## src/rtl/resource_regulator.sv

```systemverilog
// resource_regulator: closed-loop driver for a saturating resource counter.
// Steers the counter's value toward a target with rate-limited inc/dec
// pulses. It uses fast steps when far from the target and single steps when
// near it. It also forwards a rising-edge "set" request as one setval pulse.
module resource_regulator #(
    parameter int N           = 8,
    parameter int FAST_STEP   = 3,
    parameter int FAST_THRESH = 8,
    parameter int DEADBAND    = 0,
    parameter int PERIOD_W    = 4
) (
    input  logic                clk,
    input  logic                rst,
    input  logic                enable,
    input  logic [N-1:0]        target,
    input  logic [N-1:0]        value,
    input  logic [PERIOD_W-1:0] period,
    input  logic                force_set,
    output logic                inc,
    output logic                dec,
    output logic                fast,
    output logic                setval,
    output logic                busy,
    output logic                at_target
);

    typedef enum logic [1:0] {IDLE, STEP, SET, HOLD} state_t;

    localparam logic [N-1:0] DEADBAND_N    = N'(DEADBAND);
    localparam logic [N-1:0] FAST_THRESH_N = N'(FAST_THRESH);

    state_t              state;
    state_t              state_nxt;
    logic [PERIOD_W-1:0] timer;
    logic                set_pending;
    logic                force_set_q;
    logic                force_set_rise;
    logic                up;
    logic [N-1:0]        err;
    logic                inc_q;
    logic                dec_q;
    logic                fast_q;

    // Unsigned distance to the target; subtracting the smaller operand from
    // the larger one means the difference can never wrap.
    always_comb begin
        up  = (target > value);
        err = up ? (target - value) : (value - target);
    end

    assign force_set_rise = force_set & ~force_set_q;

    // State register; reset lands in IDLE so every command output drops at once.
    always_ff @(posedge clk or posedge rst) begin
        // NOTE: sequential state uses non-blocking assignments so every
        // register samples pre-edge values regardless of statement order.
        if (rst) state <= IDLE;
        else     state <= state_nxt;
    end

    // Next-state decision: a pending set request beats regulation and aborts a hold.
    always_comb begin
        // NOTE: default first so no path through the case leaves a latch.
        state_nxt = state;
        case (state)
            IDLE: begin
                if (set_pending)                         state_nxt = SET;
                else if (enable && (err > DEADBAND_N))   state_nxt = STEP;
            end
            STEP:    state_nxt = HOLD;
            SET:     state_nxt = HOLD;
            HOLD: begin
                if (set_pending)       state_nxt = SET;
                else if (timer == '0)  state_nxt = IDLE;
            end
            default: state_nxt = IDLE;
        endcase
    end

    // Pacing timer, set-request capture, step direction latch and at_target flag.
    always_ff @(posedge clk or posedge rst) begin
        if (rst) begin
            timer       <= '0;
            set_pending <= 1'b0;
            force_set_q <= 1'b0;
            inc_q       <= 1'b0;
            dec_q       <= 1'b0;
            fast_q      <= 1'b0;
            at_target   <= 1'b0;
        end else begin
            force_set_q <= force_set;
            at_target   <= (err <= DEADBAND_N);

            // A fresh edge wins over clearing, so an edge seen while entering
            // or sitting in SET is serviced again afterwards.
            if (force_set_rise)          set_pending <= 1'b1;
            else if (state_nxt == SET)   set_pending <= 1'b0;

            if (state == STEP || state == SET)      timer <= period;
            else if (state == HOLD && timer != '0)  timer <= timer - 1'b1;

            // Freeze direction and step size at the decision point so the
            // STEP pulse is not disturbed by inputs moving during that cycle.
            if (state == IDLE && state_nxt == STEP) begin
                inc_q  <= up;
                dec_q  <= ~up;
                fast_q <= (err >= FAST_THRESH_N);
            end
        end
    end

    // Command outputs decoded from state; each command lives for exactly one cycle.
    always_comb begin
        inc    = 1'b0;
        dec    = 1'b0;
        fast   = 1'b0;
        setval = 1'b0;
        case (state)
            STEP: begin
                inc  = inc_q;
                dec  = dec_q;
                fast = fast_q;
            end
            SET:     setval = 1'b1;
            default: ;
        endcase
        busy = (state != IDLE);
    end

    // A fast step must never be able to jump past the target.
    assert property (@(posedge clk) FAST_THRESH >= FAST_STEP);
    // Commands are mutually exclusive single-cycle pulses.
    assert property (@(posedge clk) disable iff (rst) !(inc && dec));
    assert property (@(posedge clk) disable iff (rst) !(setval && (inc || dec)));
    assert property (@(posedge clk) disable iff (rst) fast |-> (inc || dec));
    assert property (@(posedge clk) disable iff (rst) (inc || dec || setval) |=> !(inc || dec || setval));

endmodule

```

## config.mk

```make
export PLATFORM = sky130hd
export DESIGN_NAME = resource_regulator
export DESIGN_NICKNAME = d
export VERILOG_FILES = /design/src/rtl/resource_regulator.sv
export SDC_FILE = /design/constraint.sdc
export NUM_CORES = 1
export LEC_CHECK = 0
export ABC_AREA = 1
export BUFFER_PORTS_ARGS = -buffer_cell sky130_fd_sc_hd__buf_4
export CELL_PAD_IN_SITES_DETAIL_PLACEMENT = 1
export CELL_PAD_IN_SITES_GLOBAL_PLACEMENT = 1
export CORE_ASPECT_RATIO = 0.9
export CORE_MARGIN = 1.5
export CORE_UTILIZATION = 39
export DETAILED_ROUTE_END_ITERATION = 16
export GPL_ROUTABILITY_DRIVEN = 0
export PLACE_DENSITY = 0.9
export SLEW_MARGIN = 20
export SYNTH_ARGS = -nofsm -noshare
export SYNTH_HDL_FRONTEND = slang
export SYNTH_SLANG_ARGS = --single-unit
```

## constraint.sdc

```tcl
create_clock -name clk -period 1.9 [get_ports clk]
set_input_delay 0.285 -clock clk [delete_from_list [all_inputs] [get_ports clk]]
set_output_delay 0.285 -clock clk [all_outputs]
set_load 0.1 [all_outputs]
```

Yosys cells after proc, flatten, opt, wreduce, memory -nomap -nowiden:

Index checks and enable logic that the tools add are counted.
W data, S select, Z words.

* $lt $le $gt $ge: 4
* bitwise gates (word level): 3
* equal/unequal tests: 5
* mux-type cells: 14
* $add $sub $neg: 3
* reduce and logical (&&, ||, !) cells: 11

Operators by type and width (number)
* $sub A8 B8 Y8: 2
* $ge A8 B4 Y1 const B: 1
* $gt A8 B1 Y1 const B: 1
* $gt A8 B8 Y1: 1
* $le A8 B1 Y1 const B: 1
* $mux W2: 4
* $mux W4: 2
* $mux W8: 1
* $eq A2 B2 Y1 const B: 3
* $mux W1: 6
* $pmux W2 S3: 1
* $reduce_bool A2 Y1: 3
* $eq A2 B1 Y1 const B: 2
* $logic_not A4 Y1: 1
* $reduce_bool A4 Y1: 1
* $sub A4 B1 Y4 const B: 1
* $logic_and A1 B1 Y1: 3
* $logic_not A2 Y1: 1
* $not A1 Y1: 2
* $reduce_or A2 Y1: 1
* $and A1 B1 Y1: 1
* $logic_or A1 B1 Y1: 1

* flip-flop bits (word level): 12
* input port bits: 24
* logic and storage cells: 48
* output and inout port bits: 6

Logic depth before layout (Yosys ltp):

* word-level depth: 10
* gate-level depth with buffers: 22
* mapped depth without buffers: 22

Least setup slack after synthesis:

Ideal clock, no wire load.

* kind: input to register
* from: input port value[2]
* to: register dec_q
* cell stages on the path: 20
* path slack: -194 ps
* setup time: 117 ps
* arrival: 1977 ps
* data required time: 1783 ps
* path buffers: 1
* cells stage by stage: inv_1 ha_1 buf_6 or2_2 nand3_1 nand2_1 nand2_1 nand2_1 nand3_1 nand2_1 nand2_1 inv_1 nand3_2 nand2_2 nand2_1 nand2_1 nor2_4 nand2_2 nand2_1 nand2_1

* longest elaborated chain between the ends: 9
* elaborated cells on any way between the ends: 12
* classes of those cells: 2 x add/sub; 2 x order compare; 1 x eq/ne; 4 x mux; 1 x bitwise; 2 x reduce/logical

Ends and longest elaborated chain
* start: declaration: line 16 `input logic [N-1:0] value,`
* $sub A8 B8 Y8 or $gt A8 B8 Y1 (tied branches): line 48, 47
* $mux W8: line 48 `err = up ? (target - value) : (value - target);`
* $gt A8 B1 Y1: line 68 `else if (enable && (err > DEADBAND_N)) state_nxt = STEP;`
* $logic_and A1 B1 Y1: line 68
* $mux W2: line 68
* $mux W2: line 67 `if (set_pending) state_nxt = SET;`
* $pmux W2 S3: line 65 `case (state)`
* $eq A2 B1 Y1: line 104 `if (state == IDLE && state_nxt == STEP) begin`
* $logic_and A1 B1 Y1: line 104
* end signal: assignment: line 106 `dec_q <= ~up;`
* end: declaration: line 41 `logic dec_q;`

Parallel ways exist; a longest one is shown, timed or not.
A chain may end at the register's enable or synchronous reset.

Final worst setup path:

* from: input port value[5]
* to: register fast_q

* longest elaborated chain between the ends: 9
* elaborated cells on any way between the ends: 12
* classes of those cells: 2 x add/sub; 3 x order compare; 1 x eq/ne; 4 x mux; 2 x reduce/logical

Ends and longest elaborated chain
* $sub A8 B8 Y8 or $gt A8 B8 Y1 (tied branches): line 48, 47
* $mux W8 *: line 48
* $gt A8 B1 Y1: line 68
* $logic_and A1 B1 Y1: line 68
* $mux W2: line 68
* $mux W2: line 67
* $pmux W2 S3: line 65
* $eq A2 B1 Y1: line 104
* $logic_and A1 B1 Y1: line 104
* end signal: assignment: line 107 `fast_q <= (err >= FAST_THRESH_N);`
* end: declaration: line 42 `logic fast_q;`

Mark *: on every way between the ends. The rest lies on a longest branch, timed or not.

==> flow_metrics.tcl <==
set metrics [dict create \
    hold_viol_final 0 \
    synthFlopType "dfrtp_1" \
    wl_per_cell_um 21.1 \
    drive_above_1_share_pct 46.6 \
    fin_ws_ns -0.342 \
    worstMarginPinSlew_ns 0.516 \
    max_cap_viol_count 0 \
    syn_area_sq_mm 0.00162 \
    p_seq_share_pct 18.2 \
    skew_ns 0.00365 \
    slew_viol_final 0 \
    ys_async_sr_fraction_pct 100 \
    cts.root.buffer_cell "clkbuf_8" \
    irDropWorstVdd_v 0.000550 \
    crit_arrival_ns 2.38 \
    grt_max_degree 13 \
    fmax_mhz 446 \
    drcViolationCount 0 \
    pin_count 30 \
    finalNonFillerCells 370 \
    relSlewSlack_pct 65.5 \
    cts-buffers-inserted 3 \
    switching_power_uw 1550 \
    ys_seq_area_share_pct 18.5 \
    synthTopCellsByCount "nand2_1, inv_1, ha_1, nand3_1, dfrtp_1" \
    yosysWarnings 0 \
    n_antenna_cell 0 \
    cts_tree "done" \
    cts_num_sinks 12 \
    use_met2_pct 55.6 \
    multi_input_area_sq_mm 0.00140 \
    p_clk_share_pct 10.5 \
    die_y_um 64.2 \
    cellPowerDensity_mw_per_mm2 1080 \
    finalPower_uw 2780 \
    rsz0062_at_grt "yes" \
    io_buffers 29 \
    cts-htree-levels 1 \
    ys_ff_latch 12 \
    finalCritPeriodShare_pct 118 \
    top_usage_layer "met2" \
    dp_cells 354 \
    worst_ep_required_time_ns 2.03 \
    dp_slack_ns -0.553 \
    crit_fanout 5 \
    drt_iter0_drc 137 \
    start_util_pct 40.3 \
    met1_usage_pct 40.1 \
    yosysTopAreaCellShare_pct 20.8 \
    synth_fp_nets 303 \
    hp-class "in -> async" \
    via_per_inst 5.51 \
    fin_nets 367 \
    die_width_um 70.9 \
    hold_ws_ns 0.0776 \
    cts.reportedPaths.clkPinSlew_ns 0.06 \
    clock_path_buffers 2 \
    grt.total_usage_pct 32.0 \
    syn-instance-count 259 \
    status "complete, but fails checks" \
    wirelength_um 7830 \
    power_switching_share_pct 55.8 \
    regArea_sq_um 300 \
    syn_to_final_growth_pct 58.5 \
    path_class "in -> reg" \
    dpl.hpwl_um 4290 \
    startpoint_type "input port" \
    clkLatencyLatePin_ns 0.25 \
    synth_cell_types 29 \
    dr_total_vias 2039 \
    post-route-util_pct 63.9 \
    ant_nets 0 \
    pwr-share-comb_pct 71.3 \
    leakage_uw 0.00144 \
    synth_area_leaders "nand2_1, dfrtp_1, ha_1" \
    p_int_uw 1230 \
    violations "negative setup slack" \
    synth_edf_count 0 \
    drtPass1Iterations 4 \
    antenna_found_initial 0 \
    yosysTopAreaCell "nand2_1" \
    min_period_ns 2.24 \
    syn_area_per_cell_sq_um 6.26 \
    dieArea_sq_mm 0.00455 \
    met3_usage_pct 4.89 \
    nFillCells 512 \
    critPathCaptureType "flop" \
    grt_pass1_vias 2196 \
    core_area_sq_mm 0.00402 \
    grt_overflow_total 0 \
    synth.most_common_cell "nand2_1" \
    setup_viol 6 \
    num_rows 22 \
    grt_pass1_wl_um 11200 \
]
[cells in the final DEF (no fill, tap or decap), types with 3 or more instances in the layout]
master / count
a21oi_1: 3
a21oi_2: 3
buf_4: 51
buf_6: 10
clkbuf_8: 4
dfrtp_1: 12
ha_1: 13
ha_4: 7
inv_1: 46
inv_2: 8
inv_4: 3
nand2_1: 63
nand2_2: 23
nand2_4: 13
nand3_1: 12
nand3_2: 7
nand4_1: 4
nor2_1: 5
nor2_2: 3
nor2_4: 6
o21ai_0: 3
xor2_1: 6
[final cells by class]
type	instances	area share [%]
Multi-Input combinational cell	185	54.6
Timing Repair Buffer	62	19.9
Sequential cell	12	11.7
Inverter	59	9.36
Tap cell	48	2.34
Clock buffer	4	2.14
[path summary, 6_finish.rpt]
path | startpoint | cells past startpoint | slack (ns) | end
max | value[5] | 19 | -0.34 | fast_q
max reg2reg | state[1] | 8 | -0.10 | set_pending
min in group clk | force_set | 1 | 0.16 | force_set_q
max in group asynchronous | rst | 2 | 1.48 | inc_q
min | rst | 2 | 0.08 | set_pending
min reg2reg | inc_q | 2 | 0.49 | inc_q
[registers in the layout, indices dropped and copies added, names as in the netlist]
signal       cells
fast_q           1
state            2
at_target        1
timer            4
set_pending      1
dec_q            1
force_set_q      1
inc_q            1
[power by group through the flow]
stage | registers [uW] | logic [uW] | clock network [uW]
6_report | 505 | 1980 | 292
5_1_grt | 510 | 2090 | 302
4_1_cts | 473 | 1710 | 284
3_5_place_dp | 471 | 1520 | 0
3_3_place_gp | 463 | 1440 | 0
2_1_floorplan | 445 | 1140 | 0
[what timing repair did]
item                       in CTS  in global routing
buffers inserted               11                  1
cloned                          0                  0
hold buffers                    0                  0
pin swaps                      31                 21
setup endpoints to repair       6                  7
resized for setup              49                 30
[per-layer routing]
layer,vias to the layer above,wire (um),part of all wire (%)
li1,911,-,-
met1,1002,3200,41
met2,98,3900,50
met3,28,434,5.5
met4,0,291,3.7
met5,-,0,0
[critical path: stages]
cell,delay (ns)
buf_8,0.08
inv_4,0.03
ha_4,0.32
nand2_4,0.09
nor2_4,0.16
nand4_4,0.17
buf_6,0.18
nand3_1,0.11
nand2_1,0.10
nand2_1,0.10
inv_2,0.06
nand3_4,0.10
nand2_4,0.07
nand2_4,0.07
nand2_4,0.05
nor2_4,0.18
nand2_4,0.09
nand2_2,0.06
nand2_1,0.06
[per-stage QoR]
step	area (sq um)	setup TNS, ns
6_report	2570	-1.62
5_1_grt	2570	-2.16
4_1_cts	2450	-0.609
3_5_place_dp	2150	-2.93
3_3_place_gp	2150	-1.87
2_1_floorplan	1750	-0.495
[logic make-up after synthesis]
kind of cell	count (synthesis)	share of synthesized area, %
AOI/OAI and AO/OA	16	6.18
xor gates and xnor gates	7	3.78
adders and majority gates	20	15.4
buffers and inverters	62	15.5
DFF	12	18.5
muxes	1	0.695
and+or+nand+nor	141	39.8
(Power assumes the default switching activity.)
